### src/rtl/mac_arbiter_if.sv
// Bundle between two requesters, the job arbiter and the shared multiply-accumulate datapath.
// slave = arbiter side, master = requesters plus datapath (drives mac_acc).
interface mac_arbiter_if #(
  parameter int W = 32
);
  logic [1:0]   req;
  logic [1:0]   gnt;
  logic [1:0]   op_vld;
  logic [1:0]   op_rdy;
  logic [W-1:0] op_a0;
  logic [W-1:0] op_b0;
  logic [W-1:0] op_a1;
  logic [W-1:0] op_b1;
  logic [W-1:0] mac_a;
  logic [W-1:0] mac_b;
  logic         mac_en;
  logic         mac_clr;
  logic [W-1:0] mac_acc;
  logic [W-1:0] res;
  logic [1:0]   res_vld;
  logic         busy;

  modport slave (
    input  req, op_vld, op_a0, op_b0, op_a1, op_b1, mac_acc,
    output gnt, op_rdy, mac_a, mac_b, mac_en, mac_clr, res, res_vld, busy
  );

  modport master (
    output req, op_vld, op_a0, op_b0, op_a1, op_b1, mac_acc,
    input  gnt, op_rdy, mac_a, mac_b, mac_en, mac_clr, res, res_vld, busy
  );
endinterface

### src/rtl/mac_arbiter.sv
// Two-requester job sequencer for a shared MAC; res_vld MAC_LAT+2 cycles after the last pair, op_rdy only to the granted requester in STREAM.
// MAC_ARB_FIXED_PRIO_EN: when defined requester 0 always wins simultaneous requests, otherwise round-robin.
module mac_arbiter #(
  parameter int W       = 32,
  parameter int LEN     = 128,
  parameter int MAC_LAT = 2
) (
  input logic          clk,
  input logic          rst,
  mac_arbiter_if.slave bus
);
  localparam int CW = $clog2(LEN + 1);
  localparam int DW = (MAC_LAT < 1) ? 1 : $clog2(MAC_LAT + 2);

  typedef enum logic [2:0] {IDLE, CLEAR, STREAM, DRAIN, RESULT} state_t;

  state_t        state_q, state_d;
  logic [1:0]    gnt_q, gnt_d;
  logic          last_q, last_d;
  logic [CW-1:0] cnt_q, cnt_d;
  logic [DW-1:0] drn_q, drn_d;
  logic [W-1:0]  mac_a_q, mac_a_d;
  logic [W-1:0]  mac_b_q, mac_b_d;
  logic          mac_en_q, mac_en_d;
  logic [W-1:0]  res_q, res_d;
  logic [1:0]    res_vld_q, res_vld_d;

  logic [1:0]    op_rdy;
  logic          hold;
  logic          accept;
  logic          last_pair;
  logic          drain_done;
  logic          win;

  // hold: the granted requester still wants its job; dropping it aborts
  assign hold       = |(gnt_q & bus.req);
  assign op_rdy     = (state_q == STREAM) ? (gnt_q & bus.req) : 2'b00;
  assign accept     = |(op_rdy & bus.op_vld);
  assign last_pair  = (cnt_q == CW'(LEN - 1));
  assign drain_done = (drn_q == DW'(MAC_LAT));

`ifdef MAC_ARB_FIXED_PRIO_EN
  assign win = ~bus.req[0];
`else
  assign win = (&bus.req) ? ~last_q : bus.req[1];
`endif

  always_ff @(posedge clk or negedge rst) begin
    if (!rst) begin
      state_q   <= IDLE;
      gnt_q     <= 2'b00;
      last_q    <= 1'b1;
      cnt_q     <= '0;
      drn_q     <= '0;
      mac_a_q   <= '0;
      mac_b_q   <= '0;
      mac_en_q  <= 1'b0;
      res_q     <= '0;
      res_vld_q <= 2'b00;
    end else begin
      state_q   <= state_d;
      gnt_q     <= gnt_d;
      last_q    <= last_d;
      cnt_q     <= cnt_d;
      drn_q     <= drn_d;
      mac_a_q   <= mac_a_d;
      mac_b_q   <= mac_b_d;
      mac_en_q  <= mac_en_d;
      res_q     <= res_d;
      res_vld_q <= res_vld_d;
    end
  end

  always_comb begin
    state_d = state_q;
    case (state_q)
      IDLE:    if (|bus.req) state_d = CLEAR;
      CLEAR:   state_d = hold ? STREAM : IDLE;
      STREAM: begin
        if (!hold)                      state_d = IDLE;
        else if (accept && last_pair)   state_d = DRAIN;
      end
      DRAIN: begin
        if (!hold)           state_d = IDLE;
        else if (drain_done) state_d = RESULT;
      end
      RESULT:  state_d = IDLE;
      default: state_d = IDLE;
    endcase
  end

  always_comb begin
    gnt_d     = gnt_q;
    last_d    = last_q;
    cnt_d     = cnt_q;
    drn_d     = drn_q;
    mac_a_d   = mac_a_q;
    mac_b_d   = mac_b_q;
    mac_en_d  = accept;
    res_d     = res_q;
    res_vld_d = 2'b00;
    case (state_q)
      IDLE: begin
        if (|bus.req) begin
          gnt_d  = win ? 2'b10 : 2'b01;
          last_d = win;
        end
      end
      CLEAR: cnt_d = '0;
      STREAM: begin
        drn_d = '0;
        if (accept) begin
          cnt_d   = cnt_q + CW'(1);
          mac_a_d = gnt_q[1] ? bus.op_a1 : bus.op_a0;
          mac_b_d = gnt_q[1] ? bus.op_b1 : bus.op_b0;
        end
      end
      DRAIN: begin
        drn_d = drn_q + DW'(1);
        // mac_acc now includes the last pair; it becomes res on entry to RESULT
        if (drain_done && hold) begin
          res_d     = bus.mac_acc;
          res_vld_d = gnt_q;
        end
      end
      default: ;
    endcase
    if (state_q == RESULT || (state_q != IDLE && !hold)) gnt_d = 2'b00;
  end

  assign bus.gnt     = gnt_q;
  assign bus.op_rdy  = op_rdy;
  assign bus.mac_a   = mac_a_q;
  assign bus.mac_b   = mac_b_q;
  assign bus.mac_en  = mac_en_q;
  assign bus.mac_clr = (state_q == CLEAR);
  assign bus.res     = res_q;
  assign bus.res_vld = res_vld_q;
  assign bus.busy    = (state_q != IDLE);
endmodule

### src/flat_wrapper.sv
// flat-port wrapper written by rule: the top's interface ports become plain ports
module mac_arbiter_flat 
#(
  parameter int W       = 32,
  parameter int LEN     = 128,
  parameter int MAC_LAT = 2
)
  (clk, rst, bus_req, bus_op_vld, bus_op_a0, bus_op_b0, bus_op_a1, bus_op_b1, bus_mac_acc, bus_gnt, bus_op_rdy, bus_mac_a, bus_mac_b, bus_mac_en, bus_mac_clr, bus_res, bus_res_vld, bus_busy);
  mac_arbiter_if #(.W(W)) bus_i ();
  input logic clk;
  input logic rst;
  input wire logic [$bits(bus_i.req)-1:0] bus_req;
  input wire logic [$bits(bus_i.op_vld)-1:0] bus_op_vld;
  input wire logic [$bits(bus_i.op_a0)-1:0] bus_op_a0;
  input wire logic [$bits(bus_i.op_b0)-1:0] bus_op_b0;
  input wire logic [$bits(bus_i.op_a1)-1:0] bus_op_a1;
  input wire logic [$bits(bus_i.op_b1)-1:0] bus_op_b1;
  input wire logic [$bits(bus_i.mac_acc)-1:0] bus_mac_acc;
  output wire logic [$bits(bus_i.gnt)-1:0] bus_gnt;
  output wire logic [$bits(bus_i.op_rdy)-1:0] bus_op_rdy;
  output wire logic [$bits(bus_i.mac_a)-1:0] bus_mac_a;
  output wire logic [$bits(bus_i.mac_b)-1:0] bus_mac_b;
  output wire logic [$bits(bus_i.mac_en)-1:0] bus_mac_en;
  output wire logic [$bits(bus_i.mac_clr)-1:0] bus_mac_clr;
  output wire logic [$bits(bus_i.res)-1:0] bus_res;
  output wire logic [$bits(bus_i.res_vld)-1:0] bus_res_vld;
  output wire logic [$bits(bus_i.busy)-1:0] bus_busy;
  assign bus_i.req = bus_req;
  assign bus_i.op_vld = bus_op_vld;
  assign bus_i.op_a0 = bus_op_a0;
  assign bus_i.op_b0 = bus_op_b0;
  assign bus_i.op_a1 = bus_op_a1;
  assign bus_i.op_b1 = bus_op_b1;
  assign bus_i.mac_acc = bus_mac_acc;
  assign bus_gnt = bus_i.gnt;
  assign bus_op_rdy = bus_i.op_rdy;
  assign bus_mac_a = bus_i.mac_a;
  assign bus_mac_b = bus_i.mac_b;
  assign bus_mac_en = bus_i.mac_en;
  assign bus_mac_clr = bus_i.mac_clr;
  assign bus_res = bus_i.res;
  assign bus_res_vld = bus_i.res_vld;
  assign bus_busy = bus_i.busy;
  mac_arbiter #(.W(W), .LEN(LEN), .MAC_LAT(MAC_LAT)) u_core (.clk(clk), .rst(rst), .bus(bus_i));
endmodule
### config.mk
export PLATFORM = sky130hd
export DESIGN_NAME = mac_arbiter_flat
export DESIGN_NICKNAME = d
export VERILOG_FILES = /design/src/rtl/mac_arbiter_if.sv /design/src/rtl/mac_arbiter.sv /design/src/flat_wrapper.sv
export SDC_FILE = /design/constraint.sdc
export NUM_CORES = 1
export LEC_CHECK = 0
export CORE_ASPECT_RATIO = 1.25
export CORE_UTILIZATION = 36
export CTS_CLUSTER_SIZE = 28
export DETAILED_ROUTE_END_ITERATION = 6
export PLACE_DENSITY = 0.78
export SYNTH_ARGS = -nofsm -noshare
export SYNTH_HDL_FRONTEND = slang
export SYNTH_SLANG_ARGS = --single-unit
### constraint.sdc
create_clock -name clk -period 1.6 [get_ports clk]
set_input_delay 0.48 -clock clk [delete_from_list [all_inputs] [get_ports clk]]
set_output_delay 0.48 -clock clk [all_outputs]
set_load 0.02 [all_outputs]
After elaboration in Yosys (flattened, before gate mapping)
Index checks and enable logic that the tools add are counted.
{"block": "classes", "bitwise": 3, "n_eq_ne": 10, "mux": 20, "n_reduce_logical": 21, "addsub": 2}
{"operator": "two-way mux 32 bit", "n": 2}
{"operator": "two-way mux 2 bit", "n": 8}
{"operator": "case mux 8 bit (2 select lines)", "n": 1}
{"operator": "two-way mux 3 bit", "n": 5}
{"operator": "case mux 3 bit (4 select lines)", "n": 1}
{"operator": "AND reduction 2 bit", "n": 6}
{"operator": "adder 8 x 1 -> 8 bit, second input constant", "n": 1}
{"operator": "equality test 8 x 7 -> 1 bit, second input constant", "n": 1}
{"operator": "two-way mux 8 bit", "n": 1}
{"operator": "nonzero test 2 bit", "n": 4}
{"operator": "equality test 3 x 2 -> 1 bit, second input constant", "n": 2}
{"operator": "!= test 3 bit, second input constant", "n": 2}
{"operator": "OR reduction 2 bit", "n": 3}
{"operator": "bitwise AND 2 bit", "n": 2}
{"operator": "!= test 2 x 1 -> 1 bit, second input constant", "n": 2}
{"operator": "case mux 2 bit (2 select lines)", "n": 1}
{"operator": "equality test 3 x 1 -> 1 bit, second input constant", "n": 1}
{"operator": "equality test 3 bit, second input constant", "n": 1}
{"operator": "logical AND 1 bit", "n": 3}
{"operator": "zero test 3 bit", "n": 1}
{"operator": "AND reduction 3 bit", "n": 1}
{"operator": "nonzero test 3 bit", "n": 1}
{"operator": "adder 2 x 1 -> 2 bit, second input constant", "n": 1}
{"operator": "equality test 2 bit, second input constant", "n": 1}
{"operator": "4 further kinds", "n": 4}
{"block": "word_totals", "ff_bits": 115, "wordCells": 66, "inputBits": 166, "output_inout_bits": 105}

Logic depth before layout (Yosys ltp)
Gate-level depths: netlist of the first run.
{"block": "logic_depth", "word_depth": 8, "mapped_depth": 7, "ltp_nobuf": 5}

Worst setup path after synthesis of the first run
Ideal clock, no wire load.
{"block": "synth_timing", "kind": "register -> output", "from": "register u_core.gnt_q[1] (netlist: u_core.bus.gnt[1])", "to": "output bus_op_rdy[1]", "slack_ps": -482, "stages_incl_launch_ff": 6, "required_time_ps": 1120, "arrival_ps": 1602, "n_path_buf": 3, "path_cell_list": "dfrtp_1 -> buf_2 -> buf_4 -> buf_1 -> nand2_1 -> nor2_1"}
{"block": "synth_between", "elab_chain_cells": 2}
{"element": "from (decl)", "line": "mac_arbiter.sv:18", "rtl": "logic [1:0] gnt_q, gnt_d;"}
{"element": "from (signal assigned)", "line": "mac_arbiter.sv:62", "rtl": "gnt_q <= gnt_d;"}
{"element": "bitwise AND 2 bit", "line": "mac_arbiter.sv:37", "rtl": "assign op_rdy = (state_q == STREAM) ? (gnt_q & bus.req) : 2'b00;"}
{"element": "two-way mux 2 bit", "line": "mac_arbiter.sv:37"}
{"element": "to (decl)", "line": "flat_wrapper.sv:20", "rtl": "output wire logic [$bits(bus_i.op_rdy)-1:0] bus_op_rdy;"}
Every way passes these cells.

Worst setup path after layout of the first run
{"block": "layout_timing", "from": "register u_core.state_q[0]", "to": "output bus_op_rdy[0]"}
{"block": "layout_between", "elab_chain_cells": 2}
{"element": "from (decl)", "line": "mac_arbiter.sv:17", "rtl": "state_t state_q, state_d;"}
{"element": "from (signal assigned)", "line": "mac_arbiter.sv:61", "rtl": "state_q <= state_d;"}
{"element": "equality test 3 x 2 -> 1 bit", "line": "mac_arbiter.sv:37"}
{"element": "two-way mux 2 bit", "line": "mac_arbiter.sv:37"}
Every way passes these cells.

==> flow_summary_export.csv, run 1 <==
group,metric,value,unit
drt,wl_per_cell,16.72,um
pwr,ir_drop,0.9364,mV
sta,finalHoldViolations,0,
die,row_count,48,
cts,clk_latency,410,ps
sta,slew_headroom,75.12,%
setup_path,cp_max_fo,3,
sta,slew_viol_final,0,
final_layout,area_delta_synth_final,85.65,%
sta,max_clock_freq,0.5136,GHz
yosys,synth_edf_count,0,
outcome,status,"finished, violations left",
setup_path,crit_buf_inv,1,
drt,wl_met2,8.489,mm
yosys,ys.flop_type,"dfrtp_1",
final_layout,fillers,1003,
drt,vias,4700,
setup_path,cp.depth,3,
yosys,syn_nets,608,
sta,tns,-22930,ps
job,maxCapViolations,0,
place,placed_area,8253,sq um
setup_path,cpLargestDelayFamily,"simple AND/OR/NAND/NOR gates",
yosys,synth_area,5067,sq um
die,die_h,134.6,um
drt,wl_met1,5.587,mm
yosys,async_flop_share,100.0,%
setup_path,max_stage_delay,450,ps
pwr,power.density,1485,nW/um^2
hold_path,hold_class,"in -> async",
drt,drt-pass1-iter-count,4,
final_layout,layout-drive-gt1-share,25.93,%
place,place_congestion,0.8248,
cts,cts_tree,"done",
yosys,synth.area.top_cells,"dfrtp_1 56%, mux2i_1 13%, mux2_2 6.9%",
sta,worst_slew_pin_slew,373.1,ps
die,initial_core_util,36.84,%
yosys,yosys-top-cells-count,"114 x dfrtp_1, 75 x nor2_1, 67 x mux2i_1, 66 x a21oi_1, 31 x mux2_2",
global_routing,grt_use_total,21.77,%
yosys,synth_top_area_cell,"dfrtp_1",
yosys,synth_cell_types,40,
sta,rsz0062_at_grt,"yes",
setup_path,cpMaxStageDelayCell,"or3b_4",
pwr,power,13.97,mW
yosys,ys_seq_area_share,56.81,%
drt,drtIter0Drc,146,
place,dp.final_hpwl,10.64,mm
yosys,synth-seq-cells,115,
cts,clockRootBuffer,"clkbuf_16",
global_routing,grt_pass1_wl,24.09,mm
place,portBuffers,270,
drt,vias_per_cell,4.906,
sta,skew,11.37,ps
final_layout,n_antenna_cell,0,
final_layout,final_area,9408,sq um
drt,ant_nets,0,
global_routing,overflow,0,
die,ios,271,
sta,setup_viol,106,
setup_path,startpoint_type,"register",
global_routing,grt_pass1_vias,4928,
setup_path,cp.required,1120,ps
die,die-area,14560,sq um
final_layout,layout.nets,938,
yosys,synth_cells,440,
cts,clk_pin_slew_worst_paths,60,ps
global_routing,antenna_found_initial,0,
setup_path,worstPathArrival,1470,ps
cts,hold_buffers,0,
die,dieWidth,108.1,um
yosys,synth.most_common_cell,"dfrtp_1",
die,coreArea,13750,sq um
cts,clockBufferDepth,2,
cts,numCtsBuffers,17,
place,place_ws,-657.6,ps
drt,maxUsedRoutingLayer,"met4",
global_routing,grt_max_degree,61,
pwr,p_leak,4.202,nW
yosys,synth_area_per_cell,11.52,sq um
sta,finalCritPeriodShare,121.7,%
yosys,yosysTopAreaCellShare,56.30,%
cts,cts.sinks,115,
setup_path,worstRegToRegCells,7,
yosys,synth-warning-count,0,
cts,h-tree-depth,4,
setup_path,crit_chain,"or3b_4 > nor2_4 > buf_6",
setup_path,crit_path_end_kind,"output port",
sta,finalCriticalPeriod,1947,ps
drt,routed_wl,16.02,mm
drt,wl_met3,1.492,mm
sta,fin_ws,-347.2,ps
setup_path,crit_type,"reg -> out",
outcome,violations,"negative setup slack",
drt,post-route-drc-count,0,
## worst paths after layout
check	start	to	slack (ps)
setup / recovery	u_core.state_q[0]$_DFFE_PN0P_	bus_op_rdy[0]	-350
hold / removal	rst	u_core.bus.res[11]$_DFFE_PN0P_	70
setup reg to reg	u_core.state_q[0]$_DFFE_PN0P_	u_core.bus.mac_b[2]$_DFFE_PN0P_	-320
hold reg to reg	u_core.bus.res[22]$_DFFE_PN0P_	u_core.bus.res[22]$_DFFE_PN0P_	510
max in group asynchronous	rst	u_core.last_q$_DFFE_PN1P_	1200
min in group clk	u_core.bus.res[22]$_DFFE_PN0P_	u_core.bus.res[22]$_DFFE_PN0P_	510
## routing by layer
metal  track usage, %  vias to the layer above
li1                 -                     2206
met1            22.30                     2233
met2            39.53                      228
met3            7.095                       33
met4            10.12                        0
met5                0                        -
## sequential cells by signal, summed over array words and instances (netlist names)
| signal | count |
|---|---|
| u_core.bus.mac_en | 1 |
| u_core.state_q | 3 |
| u_core.bus.gnt | 2 |
| u_core.drn_q | 2 |
| u_core.last_q | 1 |
| u_core.bus.res_vld | 2 |
| u_core.cnt_q | 8 |
| u_core.bus.mac_a | 32 |
| u_core.bus.mac_b | 32 |
| u_core.bus.res | 32 |
## cell type report
cell class                      count  area, sq um  area share, %
Clock buffer                       21        440.4          4.681
Clock inverter                     11        112.6          1.197
Inverter                            4        17.52         0.1862
Multi-Input combinational cell    294         2310          24.55
Sequential cell                   115         2883          30.64
Tap cell                          175        219.0          2.327
Timing Repair Buffer              338         3426          36.41
## per-stage QoR
step | cells | hold slack, ps | util [%]
floorplan | 440 | 184.4 | -
global placement | 891 | 469.2 | 60.01
detailed placement | 891 | 496.1 | 60.01
CTS | 952 | 77.77 | 68.26
global route | 958 | 79.39 | 68.40
finish | 958 | 72.83 | 68.40
## layout by cell type, fill, tap and decap left out, types with 4 or more instances in the layout
cell type / instances
buf_16: 5
dfrtp_1: 113
clkdlybuf4s15_1: 55
buf_12: 14
buf_4: 29
clkinv_2: 6
clkbuf_1: 4
dlygate4sd2_1: 4
a21oi_1: 66
xnor2_1: 5
mux2_4: 32
clkbuf_16: 20
mux2i_1: 67
nand2_1: 9
clkbuf_2: 39
clkdlybuf4s50_1: 162
buf_6: 22
a2111oi_4: 4
nor2_1: 71
## cell families (layout without fill, tap and decap cells)
logic type      Yosys count  in the layout  share of synthesized area (%)
mux                      99             99                          20.35
compound gates           83             83                          9.383
simple gates            105            105                          8.791
flops                   115            115                          56.81
xor+xnor                  5              5                         0.8642
fa+ha+maj                 2              2                         0.4937
buf+inv                  31            374                          3.308
## power breakdown
| part | total (mW) | internal (mW) | switching, mW |
|---|---|---|---|
| logic | 6.04 | 2.85 | 3.19 |
| clock network | 3.55 | 2.27 | 1.28 |
| registers | 4.38 | 3.85 | 0.529 |
| total | 14.0 | 8.97 | 5.01 |
## worst register-to-register path, delay by kind of cell, from the launching register on
family | cells | cell delay (ps)
buffers and inverters | 4 | 620
AND/OR/NAND/NOR | 1 | 450
flip-flops | 1 | 390
AO/OA/AOI/OAI | 2 | 320
## what timing repair did
item	in CTS	in global routing
setup buffers	24	9
setup endpoints to repair	212	192
gates cloned	6	3
gates resized for setup	256	112
pin swaps	10	9
Note: power is estimated with default switching activity, not from simulation.
==> run 2: changes to the inputs <==
Settings changed: SETUP_SLACK_MARGIN set to 0.5.
==> flow_summary_export.csv, run 2 (synthesis results as in run 1) <==
group,metric,value,unit
die,die-area,14560,sq um
global_routing,grt_pass1_wl,25.16,mm
sta,finalCriticalPeriod,1943,ps
place,portBuffers,270,
sta,slew_viol_final,0,
drt,routed_wl,18.96,mm
die,row_count,48,
sta,fin_ws,-342.7,ps
sta,worst_slew_pin_slew,436.2,ps
setup_path,startpoint,"u_core.state_q[2]$_DFFE_PN0P_",
sta,finalCritPeriodShare,121.4,%
outcome,status,"finished, violations left",
sta,finalHoldViolations,0,
sta,setup_viol,114,
outcome,violations,"negative setup slack",
setup_path,crit_path_end_kind,"output port",
pwr,sw_frac_of_total,34.31,%
final_layout,layout-drive-gt1-share,40.83,%
place,place_congestion,0.8759,
drt,ant_nets,0,
setup_path,worstPathArrival,1460,ps
drt,wl_per_cell,18.58,um
cts,cts_tree,"done",
drt,vias_per_cell,4.932,
die,dieWidth,108.1,um
sta,rsz0062_at_grt,"yes",
pwr,p_comb_share,47.4,%
cts,clockRootBuffer,"clkbuf_16",
setup_path,cp.required,1120,ps
die,ios,271,
pwr,power.density,1624,nW/um^2
cts,clockBufferDepth,2,
global_routing,overflow,0,
pwr,p_leak,4.725,nW
setup_path,startpoint_type,"register",
final_layout,layout.nets,1000,
cts,clk_pin_slew_worst_paths,60,ps
pwr,ir_drop,0.9123,mV
setup_path,r2r_end,"u_core.bus.mac_b[19]$_DFFE_PN0P_",
hold_path,hold_class,"in -> async",
global_routing,grt_max_degree,48,
final_layout,layout_common_cells,"162 x clkdlybuf4s50_1, 124 x buf_6, 113 x dfrtp_1",
die,initial_core_util,36.84,%
pwr,switching_power,5.760,mW
setup_path,r2r-start,"u_core.state_q[2]$_DFFE_PN0P_",
final_layout,fillers,826,
sta,max_clock_freq,0.5148,GHz
global_routing,antenna_found_initial,0,
place,dp.final_hpwl,11.21,mm
global_routing,grt_use_total,22.75,%
pwr,clkPwrFrac,25.2,%
pwr,internal_power,11.03,mW
sta,tns,-26750,ps
cts,numCtsBuffers,17,
sta,hold_ws,487.3,ps
drt,vias,5031,
die,die_h,134.6,um
setup_path,worstRegToRegCells,8,
cts,clk_latency,400,ps
drt,drtIter0Drc,168,
final_layout,area_delta_synth_final,103.9,%
final_layout,n_antenna_cell,0,
pwr,power,16.79,mW
job,maxCapViolations,0,
cts,h-tree-depth,4,
global_routing,grt_pass1_vias,5073,
final_layout,layout_commonest_cell,"clkdlybuf4s50_1",
cts,cts.sinks,115,
sta,skew,11.47,ps
setup_path,cp_max_fo,3,
final_layout,fin_util,75.14,%
sta,slew_headroom,70.81,%
die,coreArea,13750,sq um
setup_path,crit_type,"reg -> out",
drt,post-route-drc-count,0,
setup_path,rrSetupSlack,-300,ps
pwr,power_frac_seq,27.4,%
drt,drt-pass1-iter-count,4,
## run 2: per-stage QoR
| stage | cells | worst slack, ps | cell area, sq um |
|---|---|---|---|
| after floorplan | 440 | -136.7 | 5130 |
| after global placement | 895 | -628.3 | 8234 |
| after detailed placement | 895 | -630.4 | 8234 |
| after CTS | 970 | -321.3 | 9524 |
| after global routing | 1020 | -388.6 | 10330 |
| final | 1020 | -342.7 | 10330 |
## run 2: metal layers
metal | GRT usage [%] | vias to the layer above | part of all wire [%]
li1 | - | 2329 | -
met1 | 23.33 | 2441 | 36
met2 | 43.31 | 229 | 54
met3 | 5.454 | 32 | 7.4
met4 | 9.209 | 0 | 2.4
met5 | 0 | - | 0
## run 2: how the worst max path moves through the flow
stage	to	slack, ps
3_3_place_gp	bus_op_rdy[0]	-630
6_report	bus_op_rdy[0]	-340
3_5_place_dp	bus_op_rdy[0]	-630
5_1_grt	u_core.bus.mac_a[4]$_DFFE_PN0P_	-390
4_1_cts	bus_op_rdy[1]	-320
2_1_floorplan	u_core.bus.res[10]$_DFFE_PN0P_	-140
## run 2: area by class of cell
class,count,area (sq um),area share [%]
tap,175,219.0,2.119
inverter,4,15.01,0.1453
clock buffer,20,456.7,4.419
clock inverter,12,201.4,1.949
sequential,115,2883,27.90
timing repair buffer,400,4144,40.10
multi-input combinational,294,2415,23.37
## run 2: what timing repair did
item | in CTS | in global routing
setup buffers | 40 | 45
setup endpoints to repair | 220 | 268
pin swaps | 7 | 13
cloned | 2 | 5
hold buffers | 1 | 0
resized for setup | 657 | 92
hold endpoints to repair | 15 | 0
## run 2: critical path: stages, from the launching register on
cell	delay [ps]
dfrtp_1	400
or3b_4	440
nor2_4	100
buf_6	120
## run 2: power groups by stage
stage	sequential [mW]	combinational [mW]	clock, mW
6_report	4.60	7.96	4.24
5_1_grt	4.68	8.40	4.44
4_1_cts	4.53	6.89	4.27
3_5_place_dp	4.39	6.06	0
3_3_place_gp	4.35	5.92	0
2_1_floorplan	5.45	1.90	0
==> run 3: changes to the inputs <==
Settings changed: CORE_MARGIN set to 8.
==> flow_summary_export.csv, run 3 (synthesis results as in run 1) <==
group,metric,value,unit
drt,wl_per_cell,20.06,um
job,maxCapViolations,0,
drt,vias,4995,
cts,cts_tree,"done",
place,placed_cells,885,
die,dieWidth,122.1,um
final_layout,final_area,10050,sq um
setup_path,max_stage_delay,460,ps
final_layout,layout_common_cells,"161 x clkdlybuf4s50_1, 119 x buf_6, 113 x dfrtp_1",
die,coreArea,13810,sq um
setup_path,crit_chain,"or3b_4 > nor2_4 > buf_6",
drt,ant_nets,0,
place,place_ws,-663.6,ps
hold_path,hold_class,"in -> async",
place,dp.final_hpwl,12.78,mm
global_routing,overflow,0,
global_routing,grt_max_degree,53,
cts,h-tree-depth,4,
cts,clockBufferDepth,2,
die,die-area,18150,sq um
final_layout,area_delta_synth_final,98.42,%
setup_path,worstRegToRegCells,7,
place,portBuffers,270,
global_routing,grt_pass1_vias,5377,
setup_path,r2r_end,"u_core.bus.mac_a[23]$_DFFE_PN0P_",
cts,clk_pin_slew_worst_paths,60,ps
outcome,violations,"negative hold slack, negative setup slack",
sta,finalCritPeriodShare,123.5,%
final_layout,finalNonFillerCells,1005,
global_routing,grt_use_total,20.76,%
cts,cts.sinks,115,
drt,routed_wl,20.16,mm
sta,rsz0062_at_grt,"yes",
setup_path,cpMaxStageDelayCell,"or3b_4",
die,ios,271,
final_layout,layout_commonest_cell,"clkdlybuf4s50_1",
setup_path,crit_end,"bus_op_rdy[0]",
sta,hold_ws,-32.37,ps
cts,clk_latency,410,ps
cts,clockRootBuffer,"clkbuf_16",
sta,max_clock_freq,0.5061,GHz
sta,tns,-29660,ps
setup_path,cp.required,1120,ps
setup_path,crit_path_end_kind,"output port",
die,die_h,148.6,um
outcome,status,"finished, violations left",
final_layout,layout.nets,985,
cts,numCtsBuffers,17,
pwr,power,15.94,mW
sta,slew_viol_final,0,
pwr,p_leak,4.616,nW
setup_path,rrSetupSlack,-350,ps
final_layout,fillers,911,
die,initial_core_util,36.68,%
sta,worst_slew_pin_slew,373.4,ps
sta,finalHoldViolations,20,
setup_path,r2r-start,"u_core.state_q[2]$_DFFE_PN0P_",
global_routing,grt_pass1_wl,29.18,mm
pwr,ir_drop,0.9415,mV
setup_path,startpoint_type,"register",
sta,setup_viol,110,
sta,slew_headroom,74.91,%
die,row_count,48,
drt,post-route-drc-count,0,
sta,skew,23.75,ps
sta,fin_ws,-376.0,ps
setup_path,cp_max_fo,3,
place,place_congestion,0.8451,
final_layout,n_antenna_cell,0,
setup_path,crit_type,"reg -> out",
setup_path,worstPathArrival,1500,ps
drt,drtIter0Drc,232,
sta,finalCriticalPeriod,1976,ps
pwr,power.density,1585,nW/um^2
global_routing,antenna_found_initial,0,
drt,vias_per_cell,4.970,
drt,drt-pass1-iter-count,4,
place,placed_area,8147,sq um
final_layout,layout-drive-gt1-share,37.83,%
setup_path,startpoint,"u_core.state_q[2]$_DFFE_PN0P_",
-- run 3: cell types whose count changed in the layout (fill, tap and decap cells not counted), sizes merged, moves of 2 or more --
cell,before,now
buf,231,213
dlygate4sd2,0,3
dlymetal6s2s,2,0
clkinv,3,6
inv,6,8
bufbuf,0,7
clkbuf,24,20
bufinv,5,0
-- run 3: worst min path at each step --
stage / start / to / slack [ps] / cells after the start
after floorplan: rst / u_core.bus.gnt[0]$_DFFE_PN0P_ / 180 / 0
after global placement: rst / u_core.bus.mac_a[30]$_DFFE_PN0P_ / 410 / 1
after detailed placement: rst / u_core.bus.mac_b[1]$_DFFE_PN0P_ / 410 / 1
after CTS: rst / u_core.bus.mac_b[1]$_DFFE_PN0P_ / -20 / 1
after global routing: rst / u_core.bus.mac_b[1]$_DFFE_PN0P_ / -20 / 1
final: rst / u_core.bus.mac_b[1]$_DFFE_PN0P_ / -30 / 1
-- run 3: repair_timing --
action | CTS | global route
pin swaps | 9 | 8
resized for setup | 679 | 14
gates cloned | 11 | 1
endpoints found under the setup margin | 220 | 220
endpoints found under the hold margin | 20 | 20
buffers inserted | 41 | 35
-- run 3: routing by layer --
metal  GRT usage (%)  up-vias  routed length [um]
met3           7.815       23                1826
met5               0        -                   0
met4           6.231        0                 284
met2           37.80      242               10750
li1                -     2303                   -
met1           21.41     2427                7302
-- run 3: cell type report --
| class | instances | area, sq um | share of cell area, % |
|---|---|---|---|
| clock buffers | 19 | 452.9 | 4.505 |
| clock inverters | 13 | 102.6 | 1.020 |
| inverters | 4 | 15.01 | 0.1493 |
| multi-input cells | 294 | 2218 | 22.06 |
| flip-flops and latches | 115 | 2883 | 28.67 |
| well taps | 175 | 219.0 | 2.178 |
| repair buffers | 385 | 4164 | 41.41 |
-- run 3: per-stage QoR --
step	utilization [%]	hold WS, ps
floorplan	-	184.4
global placement	58.98	405.9
detailed placement	58.98	408.3
CTS	70.24	-23.78
global route	72.79	-18.50
finish	72.79	-32.37
-- run 3: report_power, final --
part	leakage (nW)	switching [mW]	internal [mW]	total [mW]
clock network	0.267	1.44	2.08	3.52
logic	2.84	3.57	4.30	7.87
registers	1.51	0.692	3.85	4.54
total	4.62	5.70	10.2	15.9
-- run 3: worst max-delay path, delay by kind of cell (launching register included) --
family,cells,cell delay (ps)
flops,1,400
simple gates,2,570
buf+inv,1,120
